**src/rtl/uart_arb_pkg.sv**
```systemverilog
// rtl/uart_arb_pkg.sv - shared state type and default constants for the uart tx arbiter
package uart_arb_pkg;

    localparam int NUM_REQ_DEFAULT      = 4;
    localparam int TIMEOUT_CLKS_DEFAULT = 12000;

    typedef enum logic [1:0] {
        IDLE      = 2'd0,
        SEND      = 2'd1,
        WAIT_DONE = 2'd2
    } arb_state_e;

endpackage

```
**src/rtl/uart_rr_arbiter.sv**
```systemverilog
// rtl/uart_rr_arbiter.sv - combinational round-robin pick starting after the last granted index
// Ports: i_req request vector, i_ptr last granted index, i_mask allowed requesters;
//        o_gnt one-hot grant, o_idx granted index, o_valid some requester granted.
module uart_rr_arbiter #(
    parameter int NUM_REQ = 4
)(
    input  logic [NUM_REQ-1:0]         i_req,
    input  logic [$clog2(NUM_REQ)-1:0] i_ptr,
    input  logic [NUM_REQ-1:0]         i_mask,
    output logic [NUM_REQ-1:0]         o_gnt,
    output logic [$clog2(NUM_REQ)-1:0] o_idx,
    output logic                       o_valid
);
    localparam int IDX_W = $clog2(NUM_REQ);

    logic [NUM_REQ-1:0] avail;
    logic [IDX_W-1:0]   cand;

    assign avail = i_req & i_mask;

    // Walk ptr+1 .. ptr+NUM_REQ (the last one wraps back to ptr itself);
    // the first available candidate wins.
    always_comb begin
        o_gnt   = '0;
        o_idx   = '0;
        o_valid = 1'b0;
        cand    = '0;
        for (int j = 1; j <= NUM_REQ; j++) begin
            cand = IDX_W'((int'(i_ptr) + j) % NUM_REQ);
            if (!o_valid && avail[cand]) begin
                o_valid     = 1'b1;
                o_idx       = cand;
                o_gnt[cand] = 1'b1;
            end
        end
    end

endmodule

```
**src/rtl/uart_tx_arbiter.sv**
```systemverilog
// rtl/uart_tx_arbiter.sv - round-robin arbiter sharing one uart_tx among NUM_REQ requesters
// Ports: i_clk, i_rst_n (synchronous, active-low);
//        requesters: i_req, i_req_byte, i_req_last -> o_ack;
//        uart_tx: o_tx_dv, o_tx_byte -> i_tx_active, i_tx_done;
//        status: o_grant_id, o_busy, o_timeout.
// Optional macro UART_ARB_LOCK_EN: a requester keeps the channel until it sends i_req_last.
module uart_tx_arbiter
    import uart_arb_pkg::*;
#(
    parameter int NUM_REQ      = NUM_REQ_DEFAULT,
    parameter int TIMEOUT_CLKS = TIMEOUT_CLKS_DEFAULT
)(
    input  logic                       i_clk,
    input  logic                       i_rst_n,
    input  logic [NUM_REQ-1:0]         i_req,
    input  logic [8*NUM_REQ-1:0]       i_req_byte,
    input  logic [NUM_REQ-1:0]         i_req_last,
    output logic [NUM_REQ-1:0]         o_ack,
    output logic                       o_tx_dv,
    output logic [7:0]                 o_tx_byte,
    input  logic                       i_tx_active,
    input  logic                       i_tx_done,
    output logic [$clog2(NUM_REQ)-1:0] o_grant_id,
    output logic                       o_busy,
    output logic                       o_timeout
);
    localparam int IDX_W = $clog2(NUM_REQ);
    localparam int CNT_W = $clog2(TIMEOUT_CLKS + 1);

    arb_state_e         state_q, state_d;
    logic [NUM_REQ-1:0] ack_q, ack_d;
    logic               tx_dv_q, tx_dv_d;
    logic [7:0]         tx_byte_q, tx_byte_d;
    logic [IDX_W-1:0]   grant_id_q, grant_id_d;
    logic               timeout_q, timeout_d;
    logic [IDX_W-1:0]   ptr_q, ptr_d;
    logic [CNT_W-1:0]   cnt_q, cnt_d;

    logic [NUM_REQ-1:0] gnt;
    logic [IDX_W-1:0]   gnt_idx;
    logic               gnt_valid;
    logic [NUM_REQ-1:0] arb_mask;
    logic [7:0]         sel_byte;

`ifdef UART_ARB_LOCK_EN
    // All ones = unlocked; otherwise one-hot of the requester holding the channel.
    logic [NUM_REQ-1:0] lock_mask_q, lock_mask_d;
    assign arb_mask = lock_mask_q;
`else
    logic unused_req_last;
    assign arb_mask        = '1;
    assign unused_req_last = ^i_req_last;
`endif

    uart_rr_arbiter #(.NUM_REQ(NUM_REQ)) u_rr (
        .i_req   (i_req),
        .i_ptr   (ptr_q),
        .i_mask  (arb_mask),
        .o_gnt   (gnt),
        .o_idx   (gnt_idx),
        .o_valid (gnt_valid)
    );

    always_comb begin
        sel_byte = '0;
        for (int k = 0; k < NUM_REQ; k++) begin
            if (gnt[k]) sel_byte = i_req_byte[k*8 +: 8];
        end
    end

    always_comb begin
        state_d    = state_q;
        ack_d      = '0;
        tx_dv_d    = 1'b0;
        tx_byte_d  = tx_byte_q;
        grant_id_d = grant_id_q;
        timeout_d  = 1'b0;
        ptr_d      = ptr_q;
        cnt_d      = cnt_q;
`ifdef UART_ARB_LOCK_EN
        lock_mask_d = lock_mask_q;
`endif
        case (state_q)
            IDLE: begin
                if (gnt_valid && !i_tx_active) begin
                    state_d    = SEND;
                    ack_d      = gnt;
                    tx_byte_d  = sel_byte;
                    grant_id_d = gnt_idx;
                    ptr_d      = gnt_idx;
`ifdef UART_ARB_LOCK_EN
                    lock_mask_d = (|(i_req_last & gnt)) ? '1 : gnt;
`endif
                end
            end
            SEND: begin
                // A done pulse arriving here belongs to nothing we started.
                state_d = WAIT_DONE;
                tx_dv_d = 1'b1;
                cnt_d   = '0;
            end
            WAIT_DONE: begin
                if (i_tx_done) begin
                    state_d = IDLE;
                end else if (cnt_q == CNT_W'(TIMEOUT_CLKS - 1)) begin
                    state_d   = IDLE;
                    timeout_d = 1'b1;
`ifdef UART_ARB_LOCK_EN
                    lock_mask_d = '1;
`endif
                end else begin
                    cnt_d = cnt_q + 1'b1;
                end
            end
            default: state_d = IDLE;
        endcase
    end

    always_ff @(posedge i_clk) begin
        if (!i_rst_n) begin
            state_q    <= IDLE;
            ack_q      <= '0;
            tx_dv_q    <= 1'b0;
            tx_byte_q  <= 8'h00;
            grant_id_q <= '0;
            timeout_q  <= 1'b0;
            ptr_q      <= IDX_W'(NUM_REQ - 1);
            cnt_q      <= '0;
`ifdef UART_ARB_LOCK_EN
            lock_mask_q <= '1;
`endif
        end else begin
            state_q    <= state_d;
            ack_q      <= ack_d;
            tx_dv_q    <= tx_dv_d;
            tx_byte_q  <= tx_byte_d;
            grant_id_q <= grant_id_d;
            timeout_q  <= timeout_d;
            ptr_q      <= ptr_d;
            cnt_q      <= cnt_d;
`ifdef UART_ARB_LOCK_EN
            lock_mask_q <= lock_mask_d;
`endif
        end
    end

    assign o_ack      = ack_q;
    assign o_tx_dv    = tx_dv_q;
    assign o_tx_byte  = tx_byte_q;
    assign o_grant_id = grant_id_q;
    assign o_timeout  = timeout_q;
    assign o_busy     = (state_q != IDLE);

endmodule

```
**config.mk**
```make
export PLATFORM = sky130hd
export DESIGN_NAME = uart_tx_arbiter
export DESIGN_NICKNAME = d
export VERILOG_FILES = /design/src/rtl/uart_arb_pkg.sv /design/src/rtl/uart_rr_arbiter.sv /design/src/rtl/uart_tx_arbiter.sv
export SDC_FILE = /design/constraint.sdc
export NUM_CORES = 1
export LEC_CHECK = 0
export CAP_MARGIN = 10
export CELL_PAD_IN_SITES_DETAIL_PLACEMENT = 1
export CELL_PAD_IN_SITES_GLOBAL_PLACEMENT = 1
export CORE_MARGIN = 5
export CORE_UTILIZATION = 32
export CTS_CLUSTER_SIZE = 8
export DETAILED_ROUTE_END_ITERATION = 8
export MAX_ROUTING_LAYER = met4
export PLACE_DENSITY_LB_ADDON = 0.15
export SYNTH_ARGS = -nofsm -noshare
export SYNTH_HDL_FRONTEND = slang
export SYNTH_SLANG_ARGS = --single-unit
```
**constraint.sdc**
```tcl
create_clock -name i_clk -period 2.9 [get_ports i_clk]
set_input_delay 0.58 -clock i_clk [delete_from_list [all_inputs] [get_ports i_clk]]
set_output_delay 0.58 -clock i_clk [all_outputs]
set_load 0.1 [all_outputs]
```
[Word-level counts from Yosys, hierarchy flattened]
Cells that the tools add are included.
Cells by class
  magnitude comparators: 8
  $add $sub $neg: 5
  reduce and logical (&&, ||, !) cells: 20
  equal/unequal tests: 7
  mux-type cells: 41
  bitwise operators: 5
Operator list (number)
  2-to-1 mux 8 bit: 4
  2-to-1 mux 14 bit: 2
  case mux 14 bit (2 select lines): 1
  2-to-1 mux 4 bit: 4
  adder 14 x 1 -> 14 bit, second input constant: 1
  == test 14 bit, second input constant: 1
  2-to-1 mux 1 bit: 14
  2-to-1 mux 2 bit: 7
  < comparator 2 x 3 -> 1 bit, second input constant: 4
  bitwise OR 4 bit: 3
  binary-select mux 1 bit (select 2 bit): 4
  demux 1 bit (select 2 bit): 4
  greater-or-equal comparator 2 x 1 -> 1 bit, second input constant: 4
  logical AND 1 bit: 8
  inequality test 2 bit, second input constant: 3
  case mux 2 bit (3 select lines): 1
  AND reduction 3 bit: 2
  adder 2 x 1 -> 2 bit, second input constant: 2
  adder 2 bit, second input constant: 2
  zero test 1 bit: 4
  AND reduction 2 bit: 2
  nonzero test 2 bit: 2
  inequality test 3 bit, second input constant: 1
  OR reduction 3 bit: 1
  other kinds (4): 5
Storage, ports and cells
  output and inout bits: 17
  input bits: 44
  word-level logic and storage cells: 94
  flip-flop bits (word level): 34

[Logic depth before layout (Yosys ltp)]
Gate-level depths: netlist of run 1.
  word-level depth: 17
  mapped depth: 13
  gate-level depth less buffers: 8

[By module]
A second synthesis of run 1 with hierarchy kept.
Second synthesis, totals
  cell total of the unflattened synthesis: 277
  area total of the unflattened synthesis: 2217.1 µm²
Modules (own cells, without submodules)
  uart_tx_arbiter: cells each 206, sequential area each 680.7 µm², area each 1694.1 µm², times used 1
  uart_rr_arbiter: cells each 71, sequential area each 0.0 µm², area each 523.0 µm², times used 1

[Least setup slack after synthesis of run 1]
OpenSTA, ideal clock, no wires.
  kind: register to register
  from: reg ptr_q[0]
  to: reg tx_byte_q[0] (netlist: o_tx_byte[0])
  period minus slack after synthesis: 3.158 ns
  path slack: -0.258 ns
  path buffers: 5
  arrival time: 3.033 ns
  data required time: 2.775 ns
  stages on the path, launching flop included: 14
  setup time: 0.125 ns
  cells stage by stage: dfxtp_1 > buf_2 > buf_6 > inv_1 > ha_1 > buf_6 > mux4_2 > a31o_1 > a211o_1 > buf_6 > a21o_1 > buf_6 > a221oi_1 > o31ai_1
On the way
  cells in the longest elaborated chain, start to end: 17
  elaborated cells on any way between the ends: 55
  classes of those cells: add/sub (4); order compare (8); mux (28); bitwise (3); reduce/logical (12)
Ends and longest elaborated chain
  from (decl): line uart_tx_arbiter.sv:36  | logic [IDX_W-1:0] ptr_q, ptr_d;
  from (signal assigned): line uart_tx_arbiter.sv:127  | ptr_q <= IDX_W'(NUM_REQ - 1);
  from (signal assigned): line uart_tx_arbiter.sv:139  | ptr_q <= ptr_d;
  branches (longest 17 deep; another with < comparator 2 x 3 -> 1 bit)
  to (signal assigned): line uart_tx_arbiter.sv:136  | tx_byte_q <= tx_byte_d;
  to (decl): line uart_tx_arbiter.sv:33  | logic [7:0] tx_byte_q, tx_byte_d;
Several ways; the timed one is not identified. The select of a mux whose other input is x is not followed.
A chain may end at the register's enable or synchronous reset.

[Worst setup path after layout of run 1]
  from: in i_req[0]
  to: reg tx_byte_q[0] (netlist: o_tx_byte[0])
On the way
  cells in the longest elaborated chain, start to end: 16
  elaborated cells on any way between the ends: 31
  classes of those cells: mux (20); bitwise (3); reduce/logical (8)
Ends and longest elaborated chain
  from (decl): line uart_tx_arbiter.sv:15  | input logic [NUM_REQ-1:0] i_req,
  binary-select mux 1 bit (select 2 bit): line uart_rr_arbiter.sv:30  | if (!o_valid && avail[cand]) begin
  2-to-1 mux 1 bit (implied by the code): line uart_rr_arbiter.sv:30
  2-to-1 mux 1 bit: line uart_rr_arbiter.sv:30
  zero test 1 bit: line uart_rr_arbiter.sv:30
  logical AND 1 bit: line uart_rr_arbiter.sv:30
  2-to-1 mux 1 bit: line uart_rr_arbiter.sv:30
  zero test 1 bit: line uart_rr_arbiter.sv:30
  logical AND 1 bit: line uart_rr_arbiter.sv:30
  2-to-1 mux 1 bit: line uart_rr_arbiter.sv:30
  zero test 1 bit: line uart_rr_arbiter.sv:30
  logical AND 1 bit: line uart_rr_arbiter.sv:30
  2-to-1 mux 4 bit: line uart_rr_arbiter.sv:30
  2-to-1 mux 8 bit (4 in a row): line uart_tx_arbiter.sv:67  | if (gnt[k]) sel_byte = i_req_byte[k*8 +: 8];
Several ways; a longest one is shown, not always the timed one. The select of a mux whose other input is x is not followed.

==> results of run 1 <==
-- tightest hold or removal path, stage by stage (launching register included) --
cell and delay, ns:
dfxtp_1 0.31, nand2_1 0.05, a21oi_1 0.05
-- worst max-delay path by stage --
stage | startpoint | to | slack (ns) | cells after the start
after floorplan | ptr_q[0] | o_tx_byte[1] | 0.006 | 13
after global placement | i_req[0] | o_tx_byte[5] | -0.20 | 9
after detailed placement | i_req[0] | o_tx_byte[0] | -0.21 | 9
after CTS | i_req[0] | o_tx_byte[0] | 0.08 | 9
after global routing | i_req[3] | o_tx_byte[0] | -0.03 | 9
final | i_req[0] | o_tx_byte[0] | 0.10 | 9
-- synthesized netlist by cell type, types with 2 or more instances --
cell type	number	share of area, %
nand2b_1	4	1.1
nand2_1	14	2.3
o31ai_1	10	3.3
nand3b_1	4	1.3
o21ai_0	2	0.44
clkbuf_1	8	1.3
nor3_1	4	0.88
dfxtp_1	34	30
a2111oi_0	2	0.77
and4_1	2	0.77
clkbuf_2	2	0.44
o211ai_1	4	1.3
mux2i_1	4	1.8
or3_1	2	0.55
mux2_2	2	0.99
a221oi_1	8	3.1
xnor2_1	8	3.1
mux4_2	3	3.0
or2_2	2	0.55
and2_1	4	1.1
buf_2	7	1.5
and3_1	12	3.3
nor2_1	27	4.5
a211o_1	3	1.2
nor4_1	2	0.55
inv_1	13	2.2
a211oi_1	10	3.3
or3b_2	3	1.2
a221o_1	2	0.88
nor2b_1	2	0.55
o22ai_1	10	2.8
o21a_1	2	0.66
a32oi_1	8	3.1
a21oi_1	9	2.0
nand3_1	5	1.1
buf_6	4	2.0
ha_1	9	5.0
nor3b_1	5	1.7
xor2_1	2	0.77
-- cell families after synthesis --
family	count (synthesis)	share of synthesized area, %
multiplexers	9	5.749
buffers and inverters	35	7.628
adder cells (fa/ha/maj)	9	4.975
XOR/XNOR	10	3.870
AND/OR/NAND/NOR	94	22.17
AO/OA/AOI/OAI	76	25.54
flip-flops	34	30.07
-- metrics by stage --
step | instance area [µm²] | hold WS (ns) | TNS, ns
6_report | 3217 | 0.4635 | 0
5_1_grt | 3217 | 0.4802 | -0.1216
3_5_place_dp | 3099 | 0.4616 | -1.532
2_1_floorplan | 2342 | 0.4710 | 0
3_3_place_gp | 3099 | 0.4653 | -1.613
4_1_cts | 3191 | 0.4705 | 0
-- routing by layer --
layer	vias up	wire length (µm)
met2	39	3494
li1	1130	-
met5	-	0
met4	0	62
met1	1085	3045
met3	9	189
-- sequential cells by signal, indices dropped and copies added, names as in the netlist --
name / flops
o_timeout: 1
state_q: 2
cnt_q: 14
ptr_q: 2
o_tx_dv: 1
o_tx_byte: 8
o_ack: 4
o_grant_id: 2
-- power by group through the flow --
stage | clock network [µW] | logic [µW] | registers [µW]
floorplan | 0 | 419 | 796
global placement | 0 | 944 | 550
detailed placement | 0 | 954 | 550
CTS | 372 | 955 | 540
global route | 391 | 1020 | 545
finish | 359 | 963 | 541
-- area by class of cell --
| cell class | instances | area (µm²) |
|---|---|---|
| fill | 829 | 3615 |
| sequential | 34 | 681.9 |
| tap | 96 | 120.1 |
| timing repair buffer | 84 | 765.7 |
| multi-input combinational | 198 | 1504 |
| clock buffer | 7 | 86.33 |
| clock inverter | 1 | 5.005 |
| inverter | 13 | 53.80 |
-- cell usage in the layout (no fill, tap or decap), drive strengths merged, types with 3 or more instances in the layout --
cell type,instances
o31ai,10
mux2i,4
dfxtp,34
or2,3
a2111oi,3
nor3b,5
xnor2,8
o211ai,4
nor2,27
a32oi,8
inv,13
clkdlybuf4s50,39
nand3b,4
a211o,3
and2,4
ha,9
nand2,14
a221oi,8
nor3,4
nand2b,4
o22ai,10
a211oi,10
and3,12
buf,45
clkbuf,7
or3b,3
mux4,3
nand3,5
a21oi,9
-- repair_timing --
| item | 4_1_cts | 5_1_grt |
|---|---|---|
| setup endpoints to repair | 0 | 8 |
| hold buffers | 0 | 0 |
| gates resized for setup | 0 | 4 |
==> run summary, run 1 <==
The total setup buffers inserted after CTS is 0. The netlist uses 48 different library cells. Met2 demand-to-capacity share in global routing: 27.50%. The signal on the critical path passes through clkdlybuf4s50_1, buf_4, mux4_2, a31o_1, a211o_1, buf_4, a211oi_1, a221oi_2, o31ai_1. For flop-to-flop paths, the worst setup slack is 0.21 ns. For the worst slack after detailed placement, the log shows -0.2134 ns.

The tools report the critical hold path startpoint as o_grant_id[1]. The cell count after synthesis came out at 267. The tools report the netlist area before placement as 0.002263 mm².

The count of cells along the worst hold path is 2, and the worst path setup slack after routing is 0.1030 ns. 61 I/O pins were placed. The flow ran to the end, and the final reports show no timing, DRC or antenna violations. The combinational share of power was 51.7%. TritonCTS built the clock tree. The count of state elements after synthesis works out to 34. The number of antenna violations at the first check in global routing was 0. Met3 track utilization from global routing: 2.724%. After detailed routing, the number of remaining DRC violations is 0.

The die covers 0.008855 mm². Horizontal extent of the die: 94.10 µm. The fraction of met1 tracks used by global routing is 19.53%, and the number of clock sinks is 34. Counting every net in the synthesized netlist gives 320.

Dividing total power by cell area gives a power density of 579.1 mW/mm². The upper clock frequency limit came out at 357.5 MHz. The start-to-end type of the worst setup path was in -> reg. Counting along the longest clock path gives a buffer depth of 2. For the pin with the worst max-slew slack, the measured transition is 0.4829 ns.

The tools report the cell internal power dissipation as 1073 µW. The vertical extent of the die works out to 94.10 µm. The busiest metal layer after global routing is met2. For the final number of hold-violating endpoints, the log shows 0. From synthesis to final layout, the design area changed by 42.12%. The tools report the total wirelength of the detailed-routed design as 6792 µm. The Yosys step of the flow raised 0 warnings. The synthesized design contains 0 enable-type register cells. The switching component of the power came out at 790.2 µW.

In this run the critical register-to-register path is captured at o_tx_byte[0]. At the end of the flow the core is filled with cells to 47.09%. 0 antenna diodes ended up in the layout.

Including well taps, the total number of placed cells is 425. Routability-driven placement finished with a final weighted congestion of 0.8339. Critical path startpoint category: an input port. The largest single stage delay on the critical path is 0.52 ns.

The number of rows created at floorplan was 30; the maximum VDD drop was 0.0002737 V. On the final layout, the worst clock skew is 0.007419 ns. Via total after detailed routing: 2263. For the number of standard cells in the layout, taps in and fillers out, the log shows 433. Dividing the detail-routed wire length by the instance count gives 15.69 µm. Leakage component of the power: 0.001279 µW. The cell at the root of the clock tree is clkbuf_8.

The dominant register cell in the synthesized netlist is dfxtp_1. Clock latency on the worst-skew pair, taken at its later pin, is 0.28 ns. In this design, the largest share of critical-path delay is due to compound AO/OA/AOI/OAI gates. Across the run, the number of max-cap violations was 0.

The worst register-to-register path has a depth of 9. Final worst-path cycle share: 96.45%. A synthesized cell averages 8.477 µm². The count of nets left with antenna violations after detail routing is 0, and the number of detailed-route iterations in the first pass is 4. The tools report the data arrival time of the worst path as 3.00 ns. For the core box area, the log shows 0.006832 mm². The clock power share is 19.3%. The relative slew slack is 67.66%, and the async set-reset flop share out of synthesis is 0%. The final layout contains 389 nets.

Counting stages on the worst path, the most repeated cell is buf_4. The tools report the required time at the worst-slack endpoint as 3.10 ns. The pin count of the biggest net entering global routing was 22; the buffering stage count on the worst path with inverters included was 3. On the critical path, the stage with the largest delay is an instance of mux4_2. The path class of the tightest hold or removal check is reg -> reg. The worst setup path is captured at a register. Registers are responsible for 29.0% of the overall power.

The detailed router finished its first iteration with 76 violations. After layout, the minimum clock period comes to 2.797 ns. The endpoint of the worst hold path is o_grant_id[1]. For this run, the register share of the synthesized area comes to 30.07%. Setup violations remaining at the end of the flow were counted as 0. Once detailed placement completed, the half-perimeter wirelength came to 5355 µm. The logs give 2 for the count of H-tree levels built during CTS and 16.00% for the global routing usage summed across all routing layers. Number of buffers created by CTS: 5. Final total power: 1863 µW.

The via count of the first global-routing pass is 2352, and the clock-pin slew on the worst setup and hold paths is 0.07 ns. The worst reg2reg path startpoint is ptr_q[0]. The initial utilization of the core area, before any placement, comes to 33.13%. Along the worst path, the maximum fanout reaches 8. Switching fraction of total power: 42.42%. The remaining global-route overflow is 0.

During placement, the flow inserted port buffers numbering 56. After detailed routing, the number of vias per cell comes to 5.226. The proportion of layout cells with a drive suffix above 1 works out to 22.55%. The first-pass GRT wire length is 11130 µm. The run gives 0 as the final-report max-slew violation count.
No activity file was read; power rests on OpenSTA's default activity.
==> run 2, diff against run 1 <==
--- a/config.mk
+++ b/config.mk
@@ -6,7 +6,7 @@
 export NUM_CORES = 1
 export LEC_CHECK = 0
 export CAP_MARGIN = 10
-export CELL_PAD_IN_SITES_DETAIL_PLACEMENT = 1
+export CELL_PAD_IN_SITES_DETAIL_PLACEMENT = 0
 export CELL_PAD_IN_SITES_GLOBAL_PLACEMENT = 1
 export CORE_MARGIN = 5
 export CORE_UTILIZATION = 32
@@ -14,6 +14,7 @@
 export DETAILED_ROUTE_END_ITERATION = 8
 export MAX_ROUTING_LAYER = met4
 export PLACE_DENSITY_LB_ADDON = 0.15
+export SETUP_SLACK_MARGIN = 0.4
 export SYNTH_ARGS = -nofsm -noshare
 export SYNTH_HDL_FRONTEND = slang
 export SYNTH_SLANG_ARGS = --single-unit
==> run 2 against run 1 <==
Compared with the run above: first-iteration DRC count grew 3.9%; clock skew grew 0.0026 ns; global-route usage shrank 0.18 points; sequential cell count is the same; worst setup slack gained 0.27 ns; combinational power grew 8%; cell area grew 5.8%; critical path type is now reg -> reg; highest routed layer unchanged.
==> run summary, run 2 (synthesized netlist as in run 1, its figures left out) <==
Data on the critical path is required at its endpoint by 3.07 ns. The hold buffer count at CTS came out at 0. Adding up every negative setup slack in the final design gives 0 ns. The cell at the root of the clock tree is clkbuf_8. The H-tree was split into 2 levels.

0 antenna diodes ended up in the layout. Before antenna repair, the detailed router went through 4 iterations. For the total wirelength of the detailed-routed design, the log shows 6621 µm. The data arrival time of the worst path came out at 2.70 ns. In this run the worst path has a maximum fanout of 9. After floorplanning, the core was sized to cover 0.006832 mm². In the final design database the tool counted 394 nets. Timing would allow up to 395.5 MHz. The detail-routed via count per cell works out to 5.153. Setup repair after global routing could not meet its margin everywhere. The logs give 0 for the number of setup violations in the final report and 33.13% for the initial core utilization. Clock tree synthesis found a total of 34 sinks. The kind of cell with the highest combined delay on the critical path was compound AO/OA/AOI/OAI gates.

Entering global routing, the biggest net connects 22 pins. Final design instance area without fill: 0.003402 mm². In this run the cell area measured after placement is 0.003087 mm². For this block, the via count after detailed routing is 2257.

TritonCTS built the clock tree. The flow ran to the end, and the final reports show no timing, DRC or antenna violations. The number of maximum-capacitance violations is 0, and the shortest clock period the worst path allows after layout is 2.529 ns.

The path class of the tightest hold or removal check is reg -> reg. The logs give 0 for the number of antenna violations at the first check in global routing and 2251 for the via count of the first global-routing pass. The signal on the critical path passes through inv_6, ha_4, mux4_2, a31o_1, a211o_1, a21o_1, buf_12, a221oi_4, o31ai_2.

The library cells used most frequently in the layout, excluding fill and tap cells, are buf_4 (45), clkdlybuf4s50_1 (35), dfxtp_1 (32), nor2_1 (27), nand2_1 (14). The clock latency of the later-clocked register in the worst-skew pair is 0.29 ns, and the total die area is 0.008855 mm². The area added between synthesis and finish was 50.30%.

The number of flip-flops under the largest register name works out to 14. The total power density per cell area is 574.6 mW/mm². The logs give 0.001327 µW for the leakage component of the power and 0.01003 ns for the worst clock skew on the final layout.

During I/O placement, the number of pins put on the boundary was 61. After the first detailed-routing iteration, the DRC count stood at 79. TritonCTS created 5 clock buffers.

The actual transition at the worst max-transition pin came out at 0.4742 ns. The tools report the global routing usage summed across all routing layers as 15.82%. The final critical path takes up 87.20% of the cycle. The die is 94.10 µm wide. The largest single stage delay on the critical path is 0.54 ns. The start-to-end type of the worst setup path is reg -> reg.

The remaining global-route overflow is 0, and the post-route DRC violation count is 0. The post-route netlist has 27.78% of its cells at a drive strength greater than 1. The vertical extent of the die is 94.10 µm. Buffers placed on the I/O ports in this run total 56.

The wire length per cell after detailed routing works out to 15.12 µm. The tools report the critical path startpoint category as a register. The clock-pin slew on the worst setup and hold paths was 0.07 ns; the maximum VDD drop was 0.0004167 V. Register bank with the most flops: cnt_q.

The most common cell after layout, fill and taps aside was buf_4. The final-report max-slew violation count is 0. The buffering stage count on the worst path with inverters included is 2. Final weighted congestion in routability-driven placement: 0.8189.

The run gives 0 as the final number of hold-violating endpoints. The critical path capture point type is a register. The count of nets left with antenna violations once routing finished came out at 0. The number of rows created at floorplan was 30; the half-perimeter wire length after placement was 4873 µm.

The first global-routing pass estimated 10890 µm of wire. For the maximum root-to-sink buffer count, the log shows 2. Headroom to the max-slew limit came out at 68.25%. The slowest stage of the critical path is the mux4_2 cell.
run 2: through the flow:
| step | util, % | power, µW | hold slack (ns) | std cells | setup slack (ns) |
|---|---|---|---|---|---|
| after detailed placement | 45.18 | 1473 | 0.4696 | 425 | -0.1907 |
| after floorplan | - | 1214 | 0.4710 | 267 | 0.01873 |
| after global placement | 45.18 | 1474 | 0.4638 | 425 | -0.1680 |
| final | 49.80 | 1955 | 0.4738 | 438 | 0.3713 |
| after CTS | 49.43 | 1958 | 0.4812 | 438 | 0.2939 |
| after global routing | 49.80 | 2060 | 0.5045 | 438 | 0.3058 |
run 2: metal layers:
layer	up-vias	track usage [%]	routed length, µm
met5	-	-	0
met3	4	2.484	156
met1	1068	20.36	3139
met2	45	25.96	3277
li1	1140	-	-
met4	0	3.971	48
run 2: worst register-to-register path, cell delays in order, from the launching register on:
cell	delay (ns)
dfxtp_4	0.37
inv_6	0.05
ha_4	0.27
mux4_2	0.54
a31o_1	0.21
a211o_1	0.26
a21o_1	0.20
buf_12	0.15
a221oi_4	0.29
o31ai_2	0.08
run 2: power by group:
part	switching (µW)	total [µW]	leakage [µW]	internal, µW
Combinational	634	1040	0.00100	408
Clock	183	373	0.0000472	191
Sequential	31.0	540	0.000276	509
Total	847	1950	0.00133	1110
run 2: layout make-up:
cell class,count,area (µm²)
clock buffer,6,82.58
inverter,13,53.80
fill,670,3430
tap,96,120.1
sequential,34,685.7
multi-input combinational,198,1650
timing repair buffer,89,797.0
clock inverter,2,12.51
run 2: worst paths after layout:
| check | startpoint | end | slack [ns] | cells past startpoint |
|---|---|---|---|---|
| worst max-delay path | ptr_q[0] | o_tx_byte[0] | 0.37 | 9 |
| worst min-delay path | o_grant_id[0] | o_grant_id[0] | 0.47 | 2 |
| worst max register to register | ptr_q[0] | o_tx_byte[0] | 0.37 | 9 |
| worst min register to register | o_grant_id[0] | o_grant_id[0] | 0.47 | 2 |
run 2: repair_timing:
action | 4_1_cts | 5_1_grt
pin swaps | 12 | 3
buffers inserted | 5 | 0
gates resized for setup | 31 | 5
setup endpoints to repair | 11 | 8
